<file path="src/rtl/led_arb_pkg.sv">
// Shared constants, FSM state type and index helper for the LED bank arbiter.
package led_arb_pkg;
   localparam int LED_W           = 8;
   localparam int DEF_N_REQ       = 4;
   localparam int DEF_HOLD_CYCLES = 25_000_000;

   typedef enum logic {
      IDLE = 1'b0,
      HOLD = 1'b1
   } arb_state_e;

   // Bring an index in [0, 2n) back into [0, n).
   function automatic int wrap_idx(input int i, input int n);
      return (i >= n) ? i - n : i;
   endfunction
endpackage

</file>
<file path="src/rtl/led_arb_rr_pick.sv">
// Round-robin picker: first requesting index at or after ptr, wrapping to 0.
module led_arb_rr_pick import led_arb_pkg::*; #(
   parameter int N_REQ = DEF_N_REQ
) (
   input  logic [N_REQ-1:0]         req,
   input  logic [$clog2(N_REQ)-1:0] ptr,
   output logic [N_REQ-1:0]         win,
   output logic                     vld
);
   localparam int PTR_W = $clog2(N_REQ);

   logic [PTR_W-1:0] idx;

   always_comb begin
      win = '0;
      vld = 1'b0;
      idx = '0;
      for (int i = 0; i < N_REQ; i++) begin
         idx = PTR_W'(wrap_idx(int'(ptr) + i, N_REQ));
         if (!vld && req[idx]) begin
            win[idx] = 1'b1;
            vld      = 1'b1;
         end
      end
   end
endmodule

</file>
<file path="src/rtl/led_arbiter.sv">
// Round-robin arbiter granting the LED bank with a minimum tenure of HOLD_CYCLES.
// Optional LED_ARBITER_IDLE_BLINK_EN: blink o_led[0] every HOLD_CYCLES while idle.
module led_arbiter import led_arb_pkg::*; #(
   parameter int N_REQ       = DEF_N_REQ,
   parameter int HOLD_CYCLES = DEF_HOLD_CYCLES
) (
   input  logic                        i_clk,
   input  logic                        i_rst,
   input  logic [N_REQ-1:0]            i_req,
   input  logic [N_REQ-1:0][LED_W-1:0] i_data,
   output logic [N_REQ-1:0]            o_grant,
   output logic [LED_W-1:0]            o_led,
   output logic                        o_busy
);
   localparam int PTR_W = $clog2(N_REQ);
   localparam int CNT_W = (HOLD_CYCLES > 1) ? $clog2(HOLD_CYCLES) : 1;
   localparam logic [CNT_W-1:0] CNT_MAX  = CNT_W'(HOLD_CYCLES - 1);
   localparam logic [PTR_W-1:0] PTR_LAST = PTR_W'(N_REQ - 1);

   arb_state_e       state_q, state_n;
   logic [N_REQ-1:0] grant_n, win_oh;
   logic [LED_W-1:0] led_n;
   logic [PTR_W-1:0] ptr_q, ptr_n, hold_q, hold_n, win_idx;
   logic [CNT_W-1:0] cnt_q, cnt_n;
   logic             win_vld, grant_new;

   led_arb_rr_pick #(.N_REQ(N_REQ)) u_pick (
      .req (i_req),
      .ptr (ptr_q),
      .win (win_oh),
      .vld (win_vld)
   );

   always_comb begin
      win_idx = '0;
      for (int i = 0; i < N_REQ; i++)
         if (win_oh[i]) win_idx = PTR_W'(i);
   end

`ifdef LED_ARBITER_IDLE_BLINK_EN
   logic [CNT_W-1:0] blink_cnt_q, blink_cnt_n;
   logic             blink_q, blink_n;
`endif

   always_comb begin
      state_n   = state_q;
      grant_n   = '0;
      led_n     = '0;
      ptr_n     = ptr_q;
      hold_n    = hold_q;
      cnt_n     = cnt_q;
      grant_new = 1'b0;
      case (state_q)
         IDLE: grant_new = win_vld;
         HOLD: begin
            // With ptr at holder+1 the picker only returns the holder when nobody else asks.
            if (!i_req[hold_q])
               state_n = IDLE;
            else if (cnt_q == CNT_MAX && win_vld && win_idx != hold_q)
               grant_new = 1'b1;
            else begin
               grant_n = o_grant;
               led_n   = i_data[hold_q];
               if (cnt_q != CNT_MAX) cnt_n = cnt_q + 1'b1;
            end
         end
         default: state_n = IDLE;
      endcase
      if (grant_new) begin
         state_n = HOLD;
         grant_n = win_oh;
         led_n   = i_data[win_idx];
         hold_n  = win_idx;
         ptr_n   = (win_idx == PTR_LAST) ? '0 : win_idx + 1'b1;
         cnt_n   = '0;
      end
`ifdef LED_ARBITER_IDLE_BLINK_EN
      blink_cnt_n = blink_cnt_q;
      blink_n     = blink_q;
      if (grant_new || state_q == HOLD) begin
         blink_cnt_n = '0;
         blink_n     = 1'b0;
      end else begin
         if (blink_cnt_q == CNT_MAX) begin
            blink_cnt_n = '0;
            blink_n     = ~blink_q;
         end else
            blink_cnt_n = blink_cnt_q + 1'b1;
         led_n = {{(LED_W-1){1'b0}}, blink_n};
      end
`endif
   end

   always_ff @(posedge i_clk) begin
      if (i_rst) begin
         state_q <= IDLE;
         o_grant <= '0;
         o_busy  <= 1'b0;
         o_led   <= '0;
         ptr_q   <= '0;
         hold_q  <= '0;
         cnt_q   <= '0;
      end else begin
         state_q <= state_n;
         o_grant <= grant_n;
         o_busy  <= |grant_n;
         o_led   <= led_n;
         ptr_q   <= ptr_n;
         hold_q  <= hold_n;
         cnt_q   <= cnt_n;
      end
   end

`ifdef LED_ARBITER_IDLE_BLINK_EN
   always_ff @(posedge i_clk) begin
      if (i_rst) begin
         blink_cnt_q <= '0;
         blink_q     <= 1'b0;
      end else begin
         blink_cnt_q <= blink_cnt_n;
         blink_q     <= blink_n;
      end
   end
`endif
endmodule

</file>
<file path="config.mk">
export PLATFORM = sky130hd
export DESIGN_NAME = led_arbiter
export DESIGN_NICKNAME = d
export VERILOG_FILES = /design/src/rtl/led_arb_pkg.sv /design/src/rtl/led_arb_rr_pick.sv /design/src/rtl/led_arbiter.sv
export SDC_FILE = /design/constraint.sdc
export NUM_CORES = 1
export LEC_CHECK = 0
export ABC_AREA = 0
export CORE_ASPECT_RATIO = 1.1
export CORE_MARGIN = 1.5
export CORE_UTILIZATION = 40
export CTS_CLUSTER_SIZE = 20
export DETAILED_ROUTE_END_ITERATION = 16
export SYNTH_ARGS = -nofsm -noshare
export SYNTH_HDL_FRONTEND = slang
export SYNTH_HIERARCHICAL = 1
export SYNTH_SLANG_ARGS = --single-unit
</file>
<file path="constraint.sdc">
create_clock -name i_clk -period 11.5 [get_ports i_clk]
set_input_delay 3.45 -clock i_clk [delete_from_list [all_inputs] [get_ports i_clk]]
set_output_delay 3.45 -clock i_clk [all_outputs]
set_load 0.01 [all_outputs]
</file>
After elaboration in Yosys (flattened, before gate mapping):

Cells that the tools add are included.

* bits of input ports: 38
* register bits: 43
* word-level logic and storage cells: 106
* output and inout bits: 13

* mux-type cells: 52
* bitwise operators: 5
* magnitude comparators: 14
* $add $sub $neg: 9
* eq/ne operators: 4
* reductions and logical operators: 15

Operators by type and width (number)
* 8-bit two-way mux: 6
* 8-bit binary-select mux with 2-bit select: 2
* 4-bit two-way mux: 8
* 25-bit by 1-bit adder with 25-bit output, second input constant: 1
* 25-bit equality test, second input constant: 1
* 25-bit inequality test, second input constant: 1
* 1-bit two-way mux: 19
* 2-bit by 3-bit < comparator with 1-bit output, second input constant: 6
* 2-bit two-way mux: 7
* 4-bit OR: 3
* 1-bit binary-select mux with 2-bit select: 5
* 3-bit greater-or-equal comparator, second input constant: 3
* 1-bit logical AND: 9
* 1-bit demux with 2-bit select: 4
* 2-bit by 1-bit greater-or-equal comparator with 1-bit output, second input constant: 4
* 2-bit by 1-bit subtractor with 2-bit output, second input constant: 4
* 2-bit by 2-bit adder with 3-bit output, second input constant: 2
* 4-bit AND reduction: 1
* 4-bit OR reduction: 1
* 2-bit by 1-bit adder with 3-bit output, second input constant: 1
* 2-bit by 3-bit greater-or-equal comparator with 1-bit output, second input constant: 1
* 1-bit zero test: 3
* 2-bit by 1-bit adder with 2-bit output, second input constant: 1
* 2-bit equality test, second input constant: 1
* other kinds (4): 5

Longest topological paths before layout:

Gate-level depths: netlist (run 1).

* depth after elaboration: 24
* mapped depth: 16
* depth with buffers taken out: 12

By module:

Netlist (run 1), hierarchy kept.

Modules (own cells, without submodules)
* led_arbiter: times used 1, cells each 284, area each 2621.3 um^2
* led_arb_rr_pick: times used 1, cells each 62, area each 508.0 um^2

Worst setup path before layout (run 1):

No wires, ideal clock.

* kind: input to register
* start point: input i_req[2]
* end point: register cnt_q[12]
* setup time: 0.119 ns
* stages on the path: 13
* arrival time: 6.055 ns
* setup slack: 5.326 ns
* cell sequence: buf_2 -> or3b_1 -> a2111oi_2 -> or3_4 -> o2bb2ai_1 -> clkbuf_1 -> nor4_1 -> a311oi_1 -> a31o_2 -> a21o_1 -> buf_6 -> buf_12 -> nor2_4

* elaborated cells on any way between the ends: 39
* classes of those cells: 1 x eq/ne; 24 x mux; 4 x bitwise; 10 x reduce/logical

RTL lines
* from (decl): RTL line led_arbiter.sv:9 `input logic [N_REQ-1:0] i_req,`
* 1-bit binary-select mux with 2-bit select: RTL line led_arb_rr_pick.sv:20 `if (!vld && req[idx]) begin`
* 1-bit two-way mux (not written as such): RTL line led_arb_rr_pick.sv:20
* 1-bit two-way mux: RTL line led_arb_rr_pick.sv:20
* 1-bit zero test: RTL line led_arb_rr_pick.sv:20
* 1-bit logical AND: RTL line led_arb_rr_pick.sv:20
* 1-bit two-way mux: RTL line led_arb_rr_pick.sv:20
* 1-bit zero test: RTL line led_arb_rr_pick.sv:20
* 1-bit logical AND: RTL line led_arb_rr_pick.sv:20
* (+4 left out)
* via win_oh[2]: RTL line led_arbiter.sv:21 `logic [N_REQ-1:0] grant_n, win_oh;`
* 2-bit two-way mux * (2 in a row): RTL line led_arbiter.sv:37 `if (win_oh[i]) win_idx = PTR_W'(i);`
* 2-bit inequality test *: RTL line led_arbiter.sv:59 `else if (cnt_q == CNT_MAX && win_vld && win_idx != hold_q)`
* 1-bit logical AND *: RTL line led_arbiter.sv:59
* 1-bit two-way mux: RTL line led_arbiter.sv:59
* 1-bit two-way mux: RTL line led_arbiter.sv:57 `if (!i_req[hold_q])`
* 1-bit one-hot mux with 2 select lines: RTL line led_arbiter.sv:53 `case (state_q)`
* 2-bit OR reduction (no line)
* to (signal assigned): RTL line led_arbiter.sv:110 `cnt_q <= cnt_n;`
* to (decl): RTL line led_arbiter.sv:24 `logic [CNT_W-1:0] cnt_q, cnt_n;`

Mark *: on every way through the listed nets, which the timed path passes. The rest lies on a longest branch. The select of a mux whose other input is x is not followed.
A chain may end at the register's enable or synchronous reset.

Worst setup path in the final report (run 1):

* start point: input i_req[3]
* end point: register ptr_q[1]

* cells in the longest elaborated chain, start to end: 20
* elaborated cells on any way between the ends: 39
* classes of those cells: 1 x add/sub; 2 x eq/ne; 25 x mux; 3 x bitwise; 8 x reduce/logical

Ends and longest elaborated chain
* 1-bit binary-select mux with 2-bit select: RTL line led_arb_rr_pick.sv:20
* 1-bit two-way mux (not written as such): RTL line led_arb_rr_pick.sv:20
* 1-bit two-way mux: RTL line led_arb_rr_pick.sv:20
* 1-bit zero test: RTL line led_arb_rr_pick.sv:20
* 1-bit logical AND: RTL line led_arb_rr_pick.sv:20
* 1-bit two-way mux: RTL line led_arb_rr_pick.sv:20
* 1-bit zero test: RTL line led_arb_rr_pick.sv:20
* 1-bit logical AND: RTL line led_arb_rr_pick.sv:20
* (+4 left out)
* via win_oh[1]: RTL line led_arbiter.sv:21
* 1-bit two-way mux *: RTL line led_arbiter.sv:37
* 2-bit two-way mux * (2 in a row): RTL line led_arbiter.sv:37
* 2-bit inequality test: RTL line led_arbiter.sv:59
* 1-bit logical AND: RTL line led_arbiter.sv:59
* 1-bit two-way mux: RTL line led_arbiter.sv:59
* 1-bit two-way mux: RTL line led_arbiter.sv:57
* 1-bit one-hot mux with 2 select lines: RTL line led_arbiter.sv:53
* to (signal assigned): RTL line led_arbiter.sv:108 `ptr_q <= ptr_n;`
* to (decl): RTL line led_arbiter.sv:23 `logic [PTR_W-1:0] ptr_q, ptr_n, hold_q, hold_n, win_idx;`

Marks and branches as above.

==> flow_metrics.tcl, run 1 <==
set metrics [dict create \
    switching_share_pct 39.1 \
    floorplan.initialDensity_pct 41.6 \
    numCtsBuffers 5 \
    clock.fmax_mhz 138 \
    drt_iter0_drc 80 \
    fin_cells 492 \
    fin_setup_tns_ns 0 \
    synth_area_leaders "dfxtp_1 (28%), mux4_2 (7.2%), nor2_4 (7.2%)" \
    syn_inst 346 \
    synthFlopType "dfxtp_1" \
    r2r-start "ptr_q[0]$_SDFFE_PP0N_" \
    io_pins 51 \
    worstSetupPathType "in2reg" \
    worst_setup_hold_path_clk_slew_ns 0.08 \
    grt_pass1_vias 2505 \
    tritoncts "yes" \
    setup_viol 0 \
    min_period_ns 7.25 \
    drtAntennaViolNets 0 \
    root_buffer "clkbuf_8" \
    ir_worst_vdd_uv 138 \
    clkPwrFrac_pct 18.9 \
    yosys.area.top_type "dfxtp_1" \
    max-cap-violations 0 \
    dp_hpwl_um 5110 \
    relSlewSlack_pct 41.6 \
    grt_usage_pct 17.7 \
    yosysMostFrequentCell "dfxtp_1" \
    grt_max_degree 27 \
    vias_per_cell 5.42 \
    yosys_register_bits 43 \
    drive_above_1_share_pct 14.5 \
    leakagePower_uw 0.00124 \
    die_width_um 87.3 \
    place_inst 484 \
    synth_common_cells "dfxtp_1 (43), nor2_1 (37), nand2_1 (24)" \
    synthXorXnorAreaFrac_pct 6.44 \
    synth_top_family_by_area "simple AND/OR/NAND/NOR gates" \
    rsz0062_at_grt "false" \
    critPathMaxFanout 26 \
    power_density_nw_per_um2 195 \
    yosys_warnings 6 \
    grt_pass1_wl_um 11900 \
    startpoint "i_req[3]" \
    cts_max_level 2 \
    yosysTopAreaCellShare_pct 27.5 \
    switchingPower_uw 289 \
    end_kind "flip-flop" \
    power_uw 740 \
    synth_edf_count 0 \
    crit_path_start_kind "input pin" \
    synth_mux_area_share_pct 14.7 \
    fin_skew_ns 0.00745 \
    avgRoutedWirePerCell_um 14.4 \
    finalCritPeriodShare_pct 63.0 \
    clk_latency_ns 0.30 \
    n_antenna_cell 0 \
    arrival_ns 7.40 \
    vias 2666 \
    syn2layout_area_growth_pct 21.0 \
    syn-num-nets 391 \
    fp.coreArea_um2 7510 \
    routabilityCongestion 0.858 \
    drv_slew 0 \
    cts_hold_buf 0 \
    synth_fa_ha_area_share_pct 2.80 \
    status "finished, final reports clean" \
    ff2ff_path_depth 14 \
    overflow 0 \
    min_path_cells 2 \
    combPwrFrac_pct 52.1 \
    synth.avg_cell_area_um2 9.04 \
    yosys.area_share.simple_pct 29.1 \
    final_nets 431 \
    drtPass1Iterations 4 \
    syn_area_um2 3130 \
    numClockSinks 43 \
    io_buffers 50 \
    drc 0 \
    critical_path_required_ns 11.65 \
    post_cts_buffers 0 \
    synth-seq-area-share_pct 27.5 \
    die_area_um2 8360 \
    finalWirelength_um 7070 \
    post_cts_resized 0 \
    antenna_found_initial 0 \
    die_y_um 95.8 \
    hp-class "reg2reg" \
    tightest_slew_ns 0.872 \
    hold_start "cnt_q[19]$_SDFFE_PP0P_" \
    p_int_uw 451 \
    num_rows 33 \
    synth_cell_types 54 \
    final-hold-violation-count 0 \
    cts_buffer_depth 2 \
    synth_compound_area_share_pct 14.1 \
    async_reset_ff_share_pct 0 \
    seq_power_share_pct 29.0 \
]
==> state kept, by name, summed over array words and instances, names as in the netlist <==
signal,cells
o_led,8
o_busy,1
hold_q,2
cnt_q,25
o_grant,4
ptr_q,2
state_q,1
==> cells in the final DEF, fill, tap and decap left out, drive strengths merged, types with 8 or more instances in the layout <==
cell and count:
a21oi 14, dfxtp 43, nand2 25, nor3 9, mux4 10, clkdlybuf4s50 50, a32oi 9, inv 8
nand4 9, xnor2 13, mux2i 20, nor2 57, xor2 10, nand3 12, o21ai 9
==> per-stage QoR <==
step / setup WS [ns] / util [%] / instance area [um^2] / hold WS (ns)
finish: 4.25 / 50.4 / 3790 / 0.500
global route: 4.01 / 50.4 / 3790 / 0.539
CTS: 4.23 / 50.4 / 3790 / 0.498
detailed placement: 3.92 / 48.6 / 3650 / 0.490
global placement: 4.04 / 48.6 / 3650 / 0.485
floorplan: 5.33 / - / 3130 / 0.462
==> worst paths after layout <==
kind	end	slack (ns)
setup / recovery	ptr_q[1]$_SDFFE_PP0N_	4.25
hold / removal	cnt_q[19]$_SDFFE_PP0P_	0.50
setup reg to reg	ptr_q[1]$_SDFFE_PP0N_	6.60
hold reg to reg	cnt_q[19]$_SDFFE_PP0P_	0.50
==> kinds of logic after synthesis <==
| logic type | Yosys count |
|---|---|
| xor+xnor | 23 |
| fa+ha+maj | 7 |
| compound gates | 61 |
| flops | 43 |
| simple gates | 150 |
| mux | 33 |
| buf+inv | 29 |
==> final cells by class <==
cell class | count | area [um^2]
Fill cell | 728 | 3730
Timing Repair Buffer | 54 | 531
Sequential cell | 43 | 861
Clock inverter | 2 | 60.1
Multi-Input combinational cell | 274 | 2100
Clock buffer | 6 | 72.6
Inverter | 8 | 30.0
Tap cell | 105 | 131
==> layer usage <==
layer  GRT usage (%)  vias to the layer above  part of all wire, %  wire (um)
li1                -                     1360                    -          -
met3            2.57                        7                  3.8        267
met4            4.76                        0                  1.1         77
met5               0                        -                    0          0
met1            24.1                     1242                   48       3410
met2            29.4                       57                   47       3310
==> power groups by stage <==
stage / Combinational, uW / Clock (uW) / Sequential (uW)
after floorplan: 294 / 0 / 201
after global placement: 380 / 0 / 218
after detailed placement: 384 / 0 / 218
after CTS: 386 / 144 / 215
after global routing: 427 / 150 / 220
final: 386 / 140 / 214
==> worst max-delay path, stage by stage <==
cell             delay [ns]
clkdlybuf4s50_1        0.61
or3b_1                 0.39
a2111oi_2              0.37
or3_4                  0.21
o2bb2ai_1              0.11
buf_4                  0.25
xor2_1                 0.16
nor4_1                 0.06
a311oi_1               0.43
a31o_2                 0.45
a21o_2                 0.18
buf_4                  0.51
o32ai_1                0.19
Power figures use the tool's default switching activity.
==> inputs of run 2 (changes only) <==
--- a/config.mk
+++ b/config.mk
@@ -11,6 +11,7 @@
 export CORE_UTILIZATION = 40
 export CTS_CLUSTER_SIZE = 20
 export DETAILED_ROUTE_END_ITERATION = 16
+export PLACE_DENSITY = 0.65
 export SYNTH_ARGS = -nofsm -noshare
 export SYNTH_HDL_FRONTEND = slang
 export SYNTH_HIERARCHICAL = 1
==> constraint.sdc (replaced) <==
create_clock -name i_clk -period 6.2 [get_ports i_clk]
set_input_delay 1.86 -clock i_clk [delete_from_list [all_inputs] [get_ports i_clk]]
set_output_delay 1.86 -clock i_clk [all_outputs]
set_load 0.01 [all_outputs]
==> run 2 against run 1 <==
  * Combinational power is 88% higher
  * Non-clock buffer count grew 1
  * Register-to-register slack got worse by 5.1 ns
  * First-iteration DRC count rose by 14%
  * Hold slack lost 0.0036 ns
  * Via count up 2.3%
  * Count of clock-buffer cells in the layout did not move
  * Sequential power grew 87%
  * Wire length rose by 0.72%
  * Highest routed layer unchanged
==> flow_metrics.tcl, run 2 (synthesis results as in run 1) <==
set metrics [dict create \
    regMostFlops "cnt_q" \
    numClockSinks 43 \
    power_uw 1300 \
    n_antenna_cell 0 \
    layout_commonest_cell "clkdlybuf4s50_1" \
    arrival_ns 5.47 \
    die_area_um2 8360 \
    vias_per_cell 5.53 \
    fin_cells 493 \
    cts_hold_buf 0 \
    drive_above_1_share_pct 14.7 \
    hold_start "cnt_q[19]$_SDFFE_PP0P_" \
    relSlewSlack_pct 44.8 \
    grt_pass1_vias 2607 \
    vias 2728 \
    die_y_um 95.8 \
    grt_max_degree 27 \
    syn2layout_area_growth_pct 20.1 \
    finalWirelength_um 7120 \
    io_buffers 50 \
    crit_chain "clkdlybuf4s50_1 > or3b_1 > a2111oi_2 > or3_4 > o2bb2ai_1 > nor4_1 > a311oi_1 > a31o_2 > a21o_2 > buf_12 > o32ai_1" \
    drv_slew 0 \
    crit_path_start_kind "input pin" \
    cts_buffer_depth 2 \
    max-cap-violations 0 \
    root_buffer "clkbuf_8" \
    fin_setup_tns_ns 0 \
    dp_hpwl_um 5300 \
    clk_latency_ns 0.29 \
    leakagePower_uw 0.00122 \
    fp.coreArea_um2 7510 \
    critPathMaxFanout 26 \
    final_nets 432 \
    ir_worst_vdd_uv 197 \
    grt_usage_pct 17.6 \
    fillers 736 \
    layout.cells.most_common_list "clkdlybuf4s50_1 (50), dfxtp_1 (43), nor2_1 (37)" \
    place_inst 485 \
    final-hold-violation-count 0 \
    worstSetupPathType "in2reg" \
    fin_skew_ns 0.00410 \
    drt_iter0_drc 91 \
    grt_pass1_wl_um 11900 \
    cp_slowest_cell "clkdlybuf4s50_1" \
    cts_max_level 2 \
    overflow 0 \
    num_rows 33 \
    power_density_nw_per_um2 345 \
    rsz0062_at_grt "false" \
    routabilityCongestion 0.878 \
    drc 0 \
    io_pins 51 \
    end_kind "flip-flop" \
    hp-class "reg2reg" \
    die_width_um 87.3 \
    min_period_ns 5.32 \
    startpoint "i_req[3]" \
    tritoncts "yes" \
    r2r-start "ptr_q[0]$_SDFFE_PP0N_" \
    post_cts_buffers 0 \
    worst_setup_hold_path_clk_slew_ns 0.08 \
    finalCritPeriodShare_pct 85.7 \
    numCtsBuffers 5 \
    clock.fmax_mhz 188 \
    antenna_found_initial 0 \
    status "finished, final reports clean" \
    setup_viol 0 \
    tightest_slew_ns 0.826 \
    slowest_delay_ns 0.63 \
    drtPass1Iterations 4 \
    largest_reg_flops 25 \
    reg.largest.list "cnt_q: 25 flops, o_led: 8 flops, o_grant: 4 flops" \
    floorplan.initialDensity_pct 41.6 \
    critical_path_required_ns 6.35 \
    avgRoutedWirePerCell_um 14.4 \
    drtAntennaViolNets 0 \
    post_cts_resized 0 \
]
## run 2: where the power goes
group          total (uW)  internal, uW  switching, uW
logic                 725           357            369
clock network         171          78.8           92.4
registers             400           322           77.5
## run 2: path summary, 6_finish.rpt
path | end | slack, ns | cells after the start
max | ptr_q[1]$_SDFFE_PP0N_ | 0.88 | 11
max reg2reg | ptr_q[1]$_SDFFE_PP0N_ | 1.55 | 12
min reg2reg | cnt_q[19]$_SDFFE_PP0P_ | 0.50 | 2
min | cnt_q[19]$_SDFFE_PP0P_ | 0.50 | 2
## run 2: metal layers
metal,global-route usage [%],up-vias,wire length (um)
met5,0,-,0
met4,5.42,0,78
met3,3.09,6,306
met2,30.4,82,3470
met1,22.2,1286,3260
li1,-,1354,-
## run 2: final cells by class
type                       instances  area, um^2  area share (%)
inverter                           8        30.0           0.799
clock inverter                     2        12.5           0.333
timing repair buffer              55         551            14.6
clock buffer                       6        72.6            1.93
sequential                        43         861            22.9
multi-input combinational        274        2100            55.9
tap                              105         131            3.50
## run 2: through the flow
step           hold slack, ns  area (um^2)  setup WS (ns)  util [%]
5_1_grt                 0.550         3760          0.660      50.0
4_1_cts                 0.496         3760          0.916      50.0
2_1_floorplan           0.462         3130           1.62         -
3_3_place_gp            0.476         3670          0.711      48.9
6_report                0.496         3760          0.884      50.0
3_5_place_dp            0.484         3670          0.599      48.9
## run 2: critical path, delay by kind of cell
| kind | cells | cell delay [ns] |
|---|---|---|
| AO/OA/AOI/OAI | 6 | 1.94 |
| buffers and inverters | 2 | 0.89 |
| AND/OR/NAND/NOR | 3 | 0.78 |
==> inputs of run 3 (changes only) <==
--- a/config.mk
+++ b/config.mk
@@ -7,7 +7,7 @@
 export LEC_CHECK = 0
 export ABC_AREA = 0
 export CORE_ASPECT_RATIO = 1.1
-export CORE_MARGIN = 1.5
+export CORE_MARGIN = 10
 export CORE_UTILIZATION = 40
 export CTS_CLUSTER_SIZE = 20
 export DETAILED_ROUTE_END_ITERATION = 16
==> run 3 against run 2 <==
  * Combinational power grew 1%
  * Clock skew is essentially flat
  * Design area grew 0.93%
  * Flip-flop and latch count did not move
  * Register-to-register slack got worse by 0.07 ns
  * Hold slack better by 0.0076 ns
  * Critical path type unchanged
  * Count of clock-buffer cells in the layout down 1
  * Non-clock buffer count up 1
  * Highest routed layer unchanged
==> flow_metrics.tcl, run 3 (synthesis results as in run 1) <==
set metrics [dict create \
    power_density_nw_per_um2 357 \
    die_area_um2 11800 \
    fin_setup_tns_ns 0 \
    pre_cts_ws_ns 0.538 \
    vias 2726 \
    finalCritPeriodShare_pct 86.4 \
    cts_max_level 2 \
    fin_cells 494 \
    vias_per_cell 5.52 \
    grt_usage_pct 12.8 \
    drive_above_1_share_pct 15.2 \
    numCtsBuffers 5 \
    critical_path_required_ns 6.38 \
    reg.largest.list "cnt_q: 25 flops, o_led: 8 flops, o_grant: 4 flops" \
    hp-class "reg2reg" \
    regMostFlops "cnt_q" \
    post_cts_buffers 0 \
    layout.cells.most_common_list "clkdlybuf4s50_1 (50), dfxtp_1 (43), nor2_1 (37)" \
    drtPass1Iterations 4 \
    num_rows 33 \
    drc 0 \
    max-cap-violations 0 \
    setup_viol 0 \
    finalWirelength_um 7660 \
    status "finished, final reports clean" \
    grt_pass1_vias 2715 \
    leakagePower_uw 0.00124 \
    antenna_found_initial 0 \
    critPathMaxFanout 20 \
    final-hold-violation-count 0 \
    fp.coreArea_um2 7560 \
    min_period_ns 5.36 \
    tritoncts "yes" \
    worstSetupPathType "in2reg" \
    post_cts_resized 0 \
    ir_worst_vdd_uv 252 \
    overflow 0 \
    final_nets 433 \
    floorplan.initialDensity_pct 41.4 \
    routabilityCongestion 0.876 \
    worst_setup_hold_path_clk_slew_ns 0.08 \
    end_kind "flip-flop" \
    dp_hpwl_um 5790 \
    crit_path_start_kind "input pin" \
    cts_hold_buf 0 \
    root_buffer "clkbuf_8" \
    relSlewSlack_pct 45.5 \
    io_pins 51 \
    grt_pass1_wl_um 12900 \
    io_buffers 50 \
    n_antenna_cell 0 \
    arrival_ns 5.54 \
    tightest_slew_ns 0.816 \
    syn2layout_area_growth_pct 21.2 \
    fin_skew_ns 0.00456 \
    power_uw 1350 \
    rsz0062_at_grt "false" \
    layout_commonest_cell "clkdlybuf4s50_1" \
    die_width_um 104 \
    cts_buffer_depth 2 \
    avgRoutedWirePerCell_um 15.5 \
    regArea_um2 861 \
    grt_max_degree 24 \
    numClockSinks 43 \
    clock.fmax_mhz 187 \
    clk_latency_ns 0.29 \
    largest_reg_flops 25 \
    drv_slew 0 \
    drtAntennaViolNets 0 \
    drt_iter0_drc 102 \
    fin_ws_ns 0.843 \
    place_inst 486 \
    die_y_um 113 \
    multi_input_area_um2 2100 \
    fillers 724 \
]
-- run 3: cell types whose count changed in the layout (fill, tap and decap cells not counted) --
cell / delta
clkbuf_1: -1
buf_4: +1
bufinv_16: +1
clkinvlp_4: -1
clkinv_4: +1
-- run 3: area by class of cell --
type,count,share of cell area [%]
inverter,8,0.792
multi-input combinational,274,55.4
clock inverter,3,1.15
tap,105,3.46
timing repair buffer,56,14.7
sequential,43,22.7
clock buffer,5,1.81
-- run 3: critical path, stage by stage --
cell and delay, ns:
clkdlybuf4s50_1 0.61, or3b_1 0.40, a2111oi_2 0.36, or3_4 0.20, o2bb2ai_1 0.18, buf_4 0.24, nor4b_1 0.07, a311oi_1 0.49
a31o_2 0.45, a21o_2 0.32, buf_12 0.27, a21oi_1 0.06
-- run 3: power by group --
part	switching, uW	total [uW]	internal [uW]
sequential	76.9	399	322
combinational	373	735	362
clock	101	221	120
-- run 3: worst paths after layout --
path / slack (ns) / endpoint / start / cells past startpoint
setup / recovery: 0.84 / cnt_q[19]$_SDFFE_PP0P_ / i_req[3] / 12
hold / removal: 0.50 / cnt_q[19]$_SDFFE_PP0P_ / cnt_q[19]$_SDFFE_PP0P_ / 2
setup reg to reg: 1.48 / cnt_q[19]$_SDFFE_PP0P_ / ptr_q[0]$_SDFFE_PP0N_ / 13
hold reg to reg: 0.50 / cnt_q[19]$_SDFFE_PP0P_ / cnt_q[19]$_SDFFE_PP0P_ / 2
-- run 3: per-stage QoR --
stage	utilization (%)	area, um^2	hold slack, ns
3_5_place_dp	48.7	3680	0.496
2_1_floorplan	-	3130	0.462
5_1_grt	50.2	3790	0.565
6_report	50.2	3790	0.504
4_1_cts	50.2	3790	0.508
3_3_place_gp	48.7	3680	0.491
-- run 3: routing by layer --
layer	wire (um)	global-route usage, %	vias up
met1	3330	15.3	1280
met5	0	0	-
met2	3710	21.3	77
met4	48	2.79	0
met3	572	4.88	4
li1	-	-	1365
